File: src/rtl/mul_div_unit_pkg.sv
// Shared definitions for the iterative RV32M multiply/divide unit:
// funct3 encodings, FSM state encoding, width/iteration constants and
// the special-case result constants.
package mul_div_unit_pkg;

  localparam int MDU_XLEN  = 32;
  localparam int MDU_ITERS = 32;

  localparam logic [MDU_XLEN-1:0] MDU_ALL_ONES = 32'hFFFF_FFFF;
  localparam logic [MDU_XLEN-1:0] MDU_INT_MIN  = 32'h8000_0000;

  localparam logic [2:0] F3_MUL    = 3'b000;
  localparam logic [2:0] F3_MULH   = 3'b001;
  localparam logic [2:0] F3_MULHSU = 3'b010;
  localparam logic [2:0] F3_MULHU  = 3'b011;
  localparam logic [2:0] F3_DIV    = 3'b100;
  localparam logic [2:0] F3_DIVU   = 3'b101;
  localparam logic [2:0] F3_REM    = 3'b110;
  localparam logic [2:0] F3_REMU   = 3'b111;

  typedef enum logic [1:0] {
    ST_IDLE = 2'b00,
    ST_CALC = 2'b01,
    ST_FIN  = 2'b10
  } mdu_state_e;

  // rs1 is treated as signed for MULH, MULHSU, DIV and REM
  function automatic logic op1_signed(input logic [2:0] f3);
    return (f3 == F3_MULH) || (f3 == F3_MULHSU) || (f3 == F3_DIV) || (f3 == F3_REM);
  endfunction

  // rs2 is treated as signed for MULH, DIV and REM
  function automatic logic op2_signed(input logic [2:0] f3);
    return (f3 == F3_MULH) || (f3 == F3_DIV) || (f3 == F3_REM);
  endfunction

endpackage

File: src/rtl/mdu_div_step.sv
// One restoring-division iteration: shift the next dividend bit into the
// partial remainder and subtract the divisor when it fits.
module mdu_div_step #(
  parameter int XLEN = 32
) (
  input  logic [XLEN-1:0] rem_in,
  input  logic            dvd_bit,
  input  logic [XLEN-1:0] divisor,
  output logic [XLEN-1:0] rem_out,
  output logic            q_bit
);

  logic [XLEN:0] shifted;

  // rem_in < divisor always holds, so the difference fits in XLEN bits
  always_comb begin
    shifted = {rem_in, dvd_bit};
    q_bit   = (shifted >= {1'b0, divisor});
    rem_out = q_bit ? (shifted[XLEN-1:0] - divisor) : shifted[XLEN-1:0];
  end

endmodule

File: src/rtl/mul_div_unit.sv
// Iterative RV32M multiply/divide unit for the EX stage.
// Multiply: 32-step shift-add on magnitudes, sign fixed in FIN.
// Divide: 32-step restoring division on magnitudes, signs fixed in FIN.
// Divide-by-zero and INT_MIN/-1 bypass CALC and finish in one cycle.
// Optional macro MDU_FAST_MUL_EN: multiplies skip CALC and use a native
// 33x33 signed multiply in FIN.
//
// state | meaning
// IDLE  | waiting for START
// CALC  | one multiply/divide iteration per clock
// FIN   | sign correction, RESULT load, DONE pulse
module mul_div_unit
  import mul_div_unit_pkg::*;
#(
  parameter int XLEN  = MDU_XLEN,
  parameter int CNT_W = 6
) (
  input  logic            CLK,
  input  logic            RESET,
  input  logic            START,
  input  logic            FLUSH,
  input  logic [2:0]      FUNCT3,
  input  logic [XLEN-1:0] DATA1,
  input  logic [XLEN-1:0] DATA2,
  output logic            BUSY,
  output logic            DONE,
  output logic [XLEN-1:0] RESULT
);

  localparam logic [CNT_W-1:0] CNT_LAST = CNT_W'(MDU_ITERS - 1);

  mdu_state_e state_q, state_d;

  logic [CNT_W-1:0]  cnt_q;
  logic [2:0]        f3_q;
  logic              sign1_q, sign2_q;
  logic [XLEN-1:0]   mag1_q, mag2_q;
  logic [2*XLEN-1:0] acc_q;
  logic              spec_q;
  logic [XLEN-1:0]   spec_val_q;
  logic [XLEN-1:0]   result_q;
  logic              done_q;

  logic              s1, s2, is_div, div_zero, div_ovf, special, skip_calc;
  logic [XLEN-1:0]   mag1, mag2, spec_val;

  logic [XLEN-1:0]   add_term;
  logic [XLEN:0]     mul_sum;
  logic [2*XLEN-1:0] mul_next, div_next;
  logic [XLEN-1:0]   step_rem;
  logic              step_q;

  logic [2*XLEN-1:0] prod;
  logic [XLEN-1:0]   quo, rem, mul_res, div_res, fin_val;

  assign BUSY   = (state_q != ST_IDLE);
  assign DONE   = done_q;
  assign RESULT = result_q;

  // Request decode: magnitudes, sign flags and the CALC-bypass cases
  always_comb begin
    is_div   = FUNCT3[2];
    s1       = op1_signed(FUNCT3) & DATA1[XLEN-1];
    s2       = op2_signed(FUNCT3) & DATA2[XLEN-1];
    mag1     = s1 ? -DATA1 : DATA1;
    mag2     = s2 ? -DATA2 : DATA2;
    div_zero = is_div && (DATA2 == '0);
    div_ovf  = ((FUNCT3 == F3_DIV) || (FUNCT3 == F3_REM)) &&
               (DATA1 == MDU_INT_MIN) && (DATA2 == MDU_ALL_ONES);
    special  = div_zero || div_ovf;
    if (FUNCT3[1])
      spec_val = div_zero ? DATA1 : '0;
    else
      spec_val = div_zero ? MDU_ALL_ONES : MDU_INT_MIN;
`ifdef MDU_FAST_MUL_EN
    skip_calc = special || !is_div;
`else
    skip_calc = special;
`endif
  end

  mdu_div_step #(.XLEN(XLEN)) u_div_step (
    .rem_in  (acc_q[2*XLEN-1:XLEN]),
    .dvd_bit (acc_q[XLEN-1]),
    .divisor (mag2_q),
    .rem_out (step_rem),
    .q_bit   (step_q)
  );

  // One iteration: acc holds {partial product, multiplier} or {remainder, dividend/quotient}
  always_comb begin
    add_term = acc_q[0] ? mag1_q : '0;
    mul_sum  = {1'b0, acc_q[2*XLEN-1:XLEN]} + {1'b0, add_term};
    mul_next = {mul_sum, acc_q[XLEN-1:1]};
    div_next = {step_rem, acc_q[XLEN-2:0], step_q};
  end

`ifdef MDU_FAST_MUL_EN
  logic signed [XLEN:0]     fast_a, fast_b;
  logic signed [2*XLEN+1:0] fast_full;
  logic                     unused_fast_hi;

  // Native signed product rebuilt from the latched magnitude and sign
  always_comb begin
    fast_a    = sign1_q ? -$signed({1'b0, mag1_q}) : $signed({1'b0, mag1_q});
    fast_b    = sign2_q ? -$signed({1'b0, mag2_q}) : $signed({1'b0, mag2_q});
    fast_full = fast_a * fast_b;
  end

  assign unused_fast_hi = ^fast_full[2*XLEN+1:2*XLEN];
`endif

  // Sign correction and result selection applied in FIN
  always_comb begin
`ifdef MDU_FAST_MUL_EN
    prod = fast_full[2*XLEN-1:0];
`else
    prod = (sign1_q ^ sign2_q) ? -acc_q : acc_q;
`endif
    mul_res = (f3_q == F3_MUL) ? prod[XLEN-1:0] : prod[2*XLEN-1:XLEN];
    quo     = acc_q[XLEN-1:0];
    rem     = acc_q[2*XLEN-1:XLEN];
    if (f3_q[1])
      div_res = sign1_q ? -rem : rem;
    else
      div_res = (sign1_q ^ sign2_q) ? -quo : quo;
    fin_val = spec_q ? spec_val_q : (f3_q[2] ? div_res : mul_res);
  end

  // Next-state logic; FLUSH overrides every transition
  always_comb begin
    state_d = state_q;
    case (state_q)
      ST_IDLE: if (START) state_d = skip_calc ? ST_FIN : ST_CALC;
      ST_CALC: if (cnt_q == CNT_LAST) state_d = ST_FIN;
      ST_FIN:  state_d = ST_IDLE;
      default: state_d = ST_IDLE;
    endcase
    if (FLUSH) state_d = ST_IDLE;
  end

  // State register
  always_ff @(posedge CLK or posedge RESET) begin
    if (RESET) state_q <= ST_IDLE;
    else       state_q <= state_d;
  end

  // Operand latch, iteration datapath, counter and result/DONE registers
  always_ff @(posedge CLK or posedge RESET) begin
    if (RESET) begin
      cnt_q      <= '0;
      f3_q       <= '0;
      sign1_q    <= 1'b0;
      sign2_q    <= 1'b0;
      mag1_q     <= '0;
      mag2_q     <= '0;
      acc_q      <= '0;
      spec_q     <= 1'b0;
      spec_val_q <= '0;
      result_q   <= '0;
      done_q     <= 1'b0;
    end else begin
      done_q <= 1'b0;
      case (state_q)
        ST_IDLE: begin
          if (START && !FLUSH) begin
            f3_q       <= FUNCT3;
            sign1_q    <= s1;
            sign2_q    <= s2;
            mag1_q     <= mag1;
            mag2_q     <= mag2;
            cnt_q      <= '0;
            spec_q     <= special;
            spec_val_q <= spec_val;
            acc_q      <= is_div ? {{XLEN{1'b0}}, mag1} : {{XLEN{1'b0}}, mag2};
          end
        end
        ST_CALC: begin
          if (FLUSH) begin
            cnt_q <= '0;
          end else begin
            acc_q <= f3_q[2] ? div_next : mul_next;
            cnt_q <= (cnt_q == CNT_LAST) ? '0 : cnt_q + 1'b1;
          end
        end
        ST_FIN: begin
          cnt_q <= '0;
          if (!FLUSH) begin
            result_q <= fin_val;
            done_q   <= 1'b1;
          end
        end
        default: cnt_q <= '0;
      endcase
    end
  end

endmodule

File: config.mk
export PLATFORM = sky130hd
export DESIGN_NAME = mul_div_unit
export DESIGN_NICKNAME = d
export VERILOG_FILES = /design/src/rtl/mul_div_unit_pkg.sv /design/src/rtl/mdu_div_step.sv /design/src/rtl/mul_div_unit.sv
export SDC_FILE = /design/constraint.sdc
export NUM_CORES = 1
export LEC_CHECK = 0
export BUFFER_PORTS_ARGS = -buffer_cell sky130_fd_sc_hd__buf_2
export CAP_MARGIN = 20
export CORE_ASPECT_RATIO = 0.75
export CORE_MARGIN = 2
export CORE_UTILIZATION = 47
export CTS_BUF_LIST = sky130_fd_sc_hd__clkbuf_8
export CTS_CLUSTER_SIZE = 20
export DETAILED_ROUTE_END_ITERATION = 6
export PLACE_DENSITY_LB_ADDON = 0.15
export SLEW_MARGIN = 20
export SYNTH_ARGS = -nofsm -noshare
export SYNTH_HDL_FRONTEND = slang
export SYNTH_SLANG_ARGS = --single-unit
File: constraint.sdc
create_clock -name CLK -period 6.35 [get_ports CLK]
set_clock_uncertainty 0.15 [all_clocks]
set_input_delay 0.635 -clock CLK [delete_from_list [all_inputs] [get_ports CLK]]
set_output_delay 0.635 -clock CLK [all_outputs]
set_load 0.02 [all_outputs]
Yosys cells after proc, flatten, opt, wreduce, memory -nomap -nowiden
Cells that the tools add are included.
{ "word_totals": {"n_memories": 0, "ramBits": 0, "ff_bits": 207, "output_inout_bits": 34, "wordCells": 89, "inputBits": 71, "romBits": 0, "latchBits": 0} }
{ "classes": {"muxes": 30, "eq_ne": 13, "mul": 0, "div": 0, "n_reduce_logical": 21, "n_bitwise": 4, "shift": 0, "magnitude_cmp": 1, "n_addsub": 8} }
{ "ops": {"columns": ["operator", "count"], "rows": [
  ["32-bit two-way mux", 13],
  ["64-bit two-way mux", 4],
  ["32-bit negator", 4],
  ["64-bit case mux with 2 select lines", 1],
  ["32-bit == test, second input constant", 2],
  ["64-bit negator", 1],
  ["32-bit by 32-bit adder with 33-bit output", 1],
  ["33-bit by 32-bit greater-or-equal comparator with 1-bit output", 1],
  ["32-bit zero test", 1],
  ["32-bit subtractor", 1],
  ["31-bit two-way mux", 1],
  ["6-bit two-way mux", 3],
  ["6-bit case mux with 2 select lines", 1],
  ["2-bit two-way mux", 4],
  ["1-bit logical OR", 7],
  ["6-bit by 1-bit adder with 6-bit output, second input constant", 1],
  ["3-bit == test, second input constant", 2],
  ["6-bit by 5-bit == test with 1-bit output, second input constant", 1],
  ["3-bit inequality test, second input constant", 2],
  ["2-bit AND reduction", 3],
  ["1-bit logical AND", 4],
  ["2-bit inequality test, second input constant", 2],
  ["2-bit case mux with 2 select lines", 1],
  ["2-bit nonzero test", 2],
  ["other kinds (12)", 14]
]} }

Longest topological paths before layout
{ "logic_depth": {"ltp_word": 9, "ltp_mapped": 14} }

Cells and area by module
A second synthesis with hierarchy kept.
{ "unflattened": {"hier_cells": 2228, "area_unflattened_um2": 17551.8} }
{ "modules_own_cells": {"columns": ["mod", "area_per_inst_um2", "cells_each", "instances"], "rows": [
  ["mul_div_unit", 15220.8, 1905, 1],
  ["mdu_div_step", 2331.0, 323, 1]
]} }

Least setup slack after synthesis
OpenSTA, ideal clock, no wires.
{ "synth_path": {"path_kind": "reg2reg", "startpoint": "register acc_q[0]", "endpoint": "register acc_q[63]", "required_time_ps": 6078, "arrival_ps": 3071, "path_stages_with_launch": 15, "setup_ps": 122, "setup_slack_ps": 3007, "period_less_slack_ps": 3343, "cell_sequence": "dfrtp_1 clkbuf_1 clkbuf_1 and2_1 ha_1 clkbuf_1 a21oi_1 o221ai_1 a31oi_1 o221ai_1 a21o_1 a221oi_1 o21ai_0 a211o_1 a32o_1"} }
{ "synth_between": {"elab_chain_cells": 5} }
{ "synth_lines": {"columns": ["element", "line_no", "text"], "rows": [
  ["from (decl)", "mul_div_unit.sv:38", "logic [2*XLEN-1:0] acc_q;"],
  ["from (signal assigned)", "mul_div_unit.sv:175", "acc_q <= is_div ? {{XLEN{1'b0}}, mag1} : {{XLEN{1'b0}}, mag2};"],
  ["from (signal assigned)", "mul_div_unit.sv:182", "acc_q <= f3_q[2] ? div_next : mul_next;"],
  ["32-bit two-way mux", "mul_div_unit.sv:92", "add_term = acc_q[0] ? mag1_q : '0;"],
  ["32-bit by 32-bit adder with 33-bit output", "mul_div_unit.sv:93", "mul_sum = {1'b0, acc_q[2*XLEN-1:XLEN]} + {1'b0, add_term};"],
  ["64-bit two-way mux", "mul_div_unit.sv:182", null],
  ["64-bit two-way mux", "mul_div_unit.sv:179", "if (FLUSH) begin"],
  ["64-bit case mux with 2 select lines", "mul_div_unit.sv:164", "case (state_q)"]
]} }
No other way between the ends. The select of a mux whose other input is x is not followed.
A chain may end at the register's enable or synchronous reset.

Worst setup path in the final report
{ "layout_path": {"startpoint": "register acc_q[0]", "endpoint": "register acc_q[58]"} }
The elaborated chain is that of the path after synthesis.

==> results <==
- The run finished with clean final reports.
- The path class of the tightest hold or removal check is input port to flop.
- For this block, the routed nets add up to 68800 microns of wire.
- The time the final worst path needs with I/O delays and setup is 4770 ps.
- After detailed routing, the average wire length per cell comes to 25.6 microns.
- For this run the aggregate overflow at the end of global routing stands at 0.
- The fill cell instance count of the final layout is 3552.
- After clock tree synthesis, the clock-pin slew on the worst setup and hold paths is 70 ps.
- The layout cell share with drive strength beyond 1 is 9.90%.
- The largest driver fanout on the critical path is 36.
- The number of unique standard cell types used by synthesis is 80.
- The cell count after synthesis is 2191.
- A synthesized cell averages 7.88 sq um.
- The total count of hold-check failures in the final report is 0.
- The count of pins on the block boundary is 105.
- The longest clock path from root to sink contains 3 buffers.
- The number of antenna violations at the first check in global routing came to 0.
- In this run the horizontal extent of the chip is 225 microns.
- STA classifies the critical path endpoint as a flop.
- Dividing the detail-routed via count by the number of cells gives 6.48.
- The post-synthesis to final-layout area growth is 8.30%.
- Of all flip-flops after synthesis, the portion carrying an async set or reset was 100%.
- The initial utilization of the core area, before any placement, comes to 47.9%.
- In this run the biggest area consumer among cell types represents 30.0% of the synthesized area.
- The peak clock frequency supported by timing is 210 MHz.
- After synthesis, the cell types taking the most area are dfrtp_1 30%, o21ai_0 6.5%, nand2_1 5.7%.
- The required time at the worst-slack endpoint is 6650 ps.
- Global routing used 35.8% of the available tracks.
- The final setup violation count is 0.
- The final weighted congestion of routability-driven global placement is 1.07.
- The library cell with the largest summed area after synthesis is dfrtp_1.
- The number of maximum-capacitance violations is 0.
- For the final routed database, the setup TNS stands at 0 ps.
- The slowest stage of the critical path is the dfrtp_1 cell.
- The transition time at the pin with the least slew margin is 1120 ps.
- Of the available clock period, the critical path in the final layout requires 75.1%.
- The net count of the mapped netlist is 2334.
- The number of synthesized flops with an enable pin is 0.
- The count of buffers added on input and output ports is 104.
- The worst slew margin relative to its limit is 25.4%.
- The startpoint type of the worst setup path is a flop.
- After the last flow step, the layout net total stands at 2346.
- The commonest cells after synthesis are 261 x nand2_1, 226 x o21ai_0, 207 x dfrtp_1, 181 x a21oi_1, 155 x nor2_1.
- The total power per unit cell area is 483 nW/um^2.
- The CTS tree is built.
- Setup repair after global routing left no endpoint under its margin.
- The detailed placer's ending HPWL is 52600 microns.
- The post-route antenna net violation count is 0.
- The first global-routing pass estimated 103000 microns of wire.
- The first TritonRoute pass finished after 7 iterations.
- The register bit count reported by yosys is 207.
- The total standard cell area after synthesis is 17300 sq um.
- After detailed routing, the number of remaining DRC violations is 0.
- The maximum cell stage delay along the critical path is 1080 ps.
- The critical path is of the flop to flop type.
- The number of global-route vias before repair came to 15600.
- The clock sink total is 207.
- The area of the core region is 36000 sq um.
- The clock latency on the worst-skew pair is 580 ps.
- The total number of yosys warnings is 0.
- The dominant register cell in the synthesized netlist is dfrtp_1.
- The final core utilization is 51.9%.
- The arrival time reported for the critical path endpoint is 5060 ps.
- IR analysis of the VDD net gives a maximum drop of 0.209 mV.
- The floorplan step set the die height to 170 microns.
- For this run, the register share of the synthesized area comes to 30.0%.
- The placement row count is 60.
- The leakage dissipation is 8.15 nW.
- Entering global routing, the biggest net connects 203 pins.
- The cell with the most instances after synthesis is nand2_1.
- The via count of the routed design is 17400.
- The number of max-slew violations in the final report was 0.
- The initial detailed-routing violation count is 2535.
- Traced cell by cell, the critical path runs through and2_1, ha_1, o211ai_1, o21ai_0, o221a_2, a2bb2oi_1, a21oi_1, or2_2, o311ai_0, o31ai_1.
- The number of clock buffers inserted by TritonCTS is 37.
- In this run the clock root is driven by a clkbuf_8.
- The level count of the clock H-tree is 2.
- The die covers 38300 sq um.
## per-layer routing
metal / share of wire, % / wire length [microns] / track usage [%]
met1: 46 / 31800 / 57.4
met2: 39 / 26500 / 47.0
met3: 13 / 8790 / 8.43
met4: 2.4 / 1630 / 8.61
met5: 0 / 0 / 0
## final cells by class
type	count	area [sq um]	area share, %
Antenna cell	1	2.50	0.0134
Clock buffer	44	606	3.24
Clock inverter	15	98.8	0.528
Inverter	73	278	1.48
Multi-Input combinational cell	1755	11200	59.9
Sequential cell	207	5180	27.7
Tap cell	465	582	3.11
Timing Repair Buffer	129	748	4.00
## final timing paths
path / start / to / slack [ps] / cells past startpoint
max: acc_q[0] / acc_q[58] / 1580 / 10
min: FUNCT3[0] / f3_q[0] / 180 / 3
max reg2reg: acc_q[0] / acc_q[58] / 1580 / 10
min reg2reg: mag1_q[21] / mag1_q[21] / 320 / 2
max in group asynchronous: RESET / RESULT[31] / 4330 / 4
min in group asynchronous: RESET / mag2_q[12] / 430 / 3
## stage by stage
step                      cells  area, sq um  setup slack, ps  power [mW]  hold WS, ps
after global placement     2627        18000             1890        7.54          299
after floorplan            2191        17300             2880        5.88          283
final                      2689        18700             1580        9.04          178
after CTS                  2686        18700             1820        8.83          146
after global routing       2688        18700             1420        9.54          215
after detailed placement   2627        18000             1810        7.52          305
## worst max-delay path: cells and delay by family, from the launching register on
kind | cells | cell delay [ps]
compound gates | 7 | 2510
simple gates | 2 | 630
flops | 1 | 1080
fa+ha+maj | 1 | 270
## repair_timing
action	4_1_cts	5_1_grt
gates resized for setup	0	0
endpoints found under the hold margin	0	10
hold buffers	0	1
buffers inserted	0	0
## logic make-up after synthesis
group           after synthesis  synth area share, %
buf+inv                     229                 5.27
compound gates              688                 24.7
flops                       207                 30.0
simple gates                713                 19.8
fa+ha+maj                    72                 5.30
xor+xnor                    198                 10.0
mux                          84                 4.90
## power by group
| group | leakage (nW) | switching [mW] | internal (mW) |
|---|---|---|---|
| logic | 5.11 | 3.34 | 1.94 |
| clock network | 0.401 | 0.621 | 0.667 |
| registers | 2.64 | 0.777 | 1.70 |
## cells in the final DEF (no fill, tap or decap), types with 18 or more instances in the layout
master,synthesis,routed
a211oi_1,24,24
xnor2_1,104,103
xor2_1,94,93
o21a_1,18,18
nor2_1,155,154
a21o_1,23,23
nor3_1,52,52
dfrtp_1,207,206
nor2b_1,37,37
clkbuf_8,0,44
nand2_1,261,261
a31oi_1,19,19
a21oi_1,181,181
o21ai_0,226,226
buf_2,10,104
o31ai_1,62,62
and2_1,40,40
nand4_1,31,31
buf_4,4,21
mux2i_1,80,80
ha_1,70,70
inv_1,73,81
nand3_1,37,37
## sequential cells by signal, summed over array words and instances, names as in the netlist
register    flops
cnt_q           6
f3_q            3
RESULT         32
spec_q          1
sign2_q         1
mag1_q         32
acc_q          64
mag2_q         32
state_q         2
spec_val_q     32
DONE            1
sign1_q         1
No activity file was read; power rests on OpenSTA's default activity.
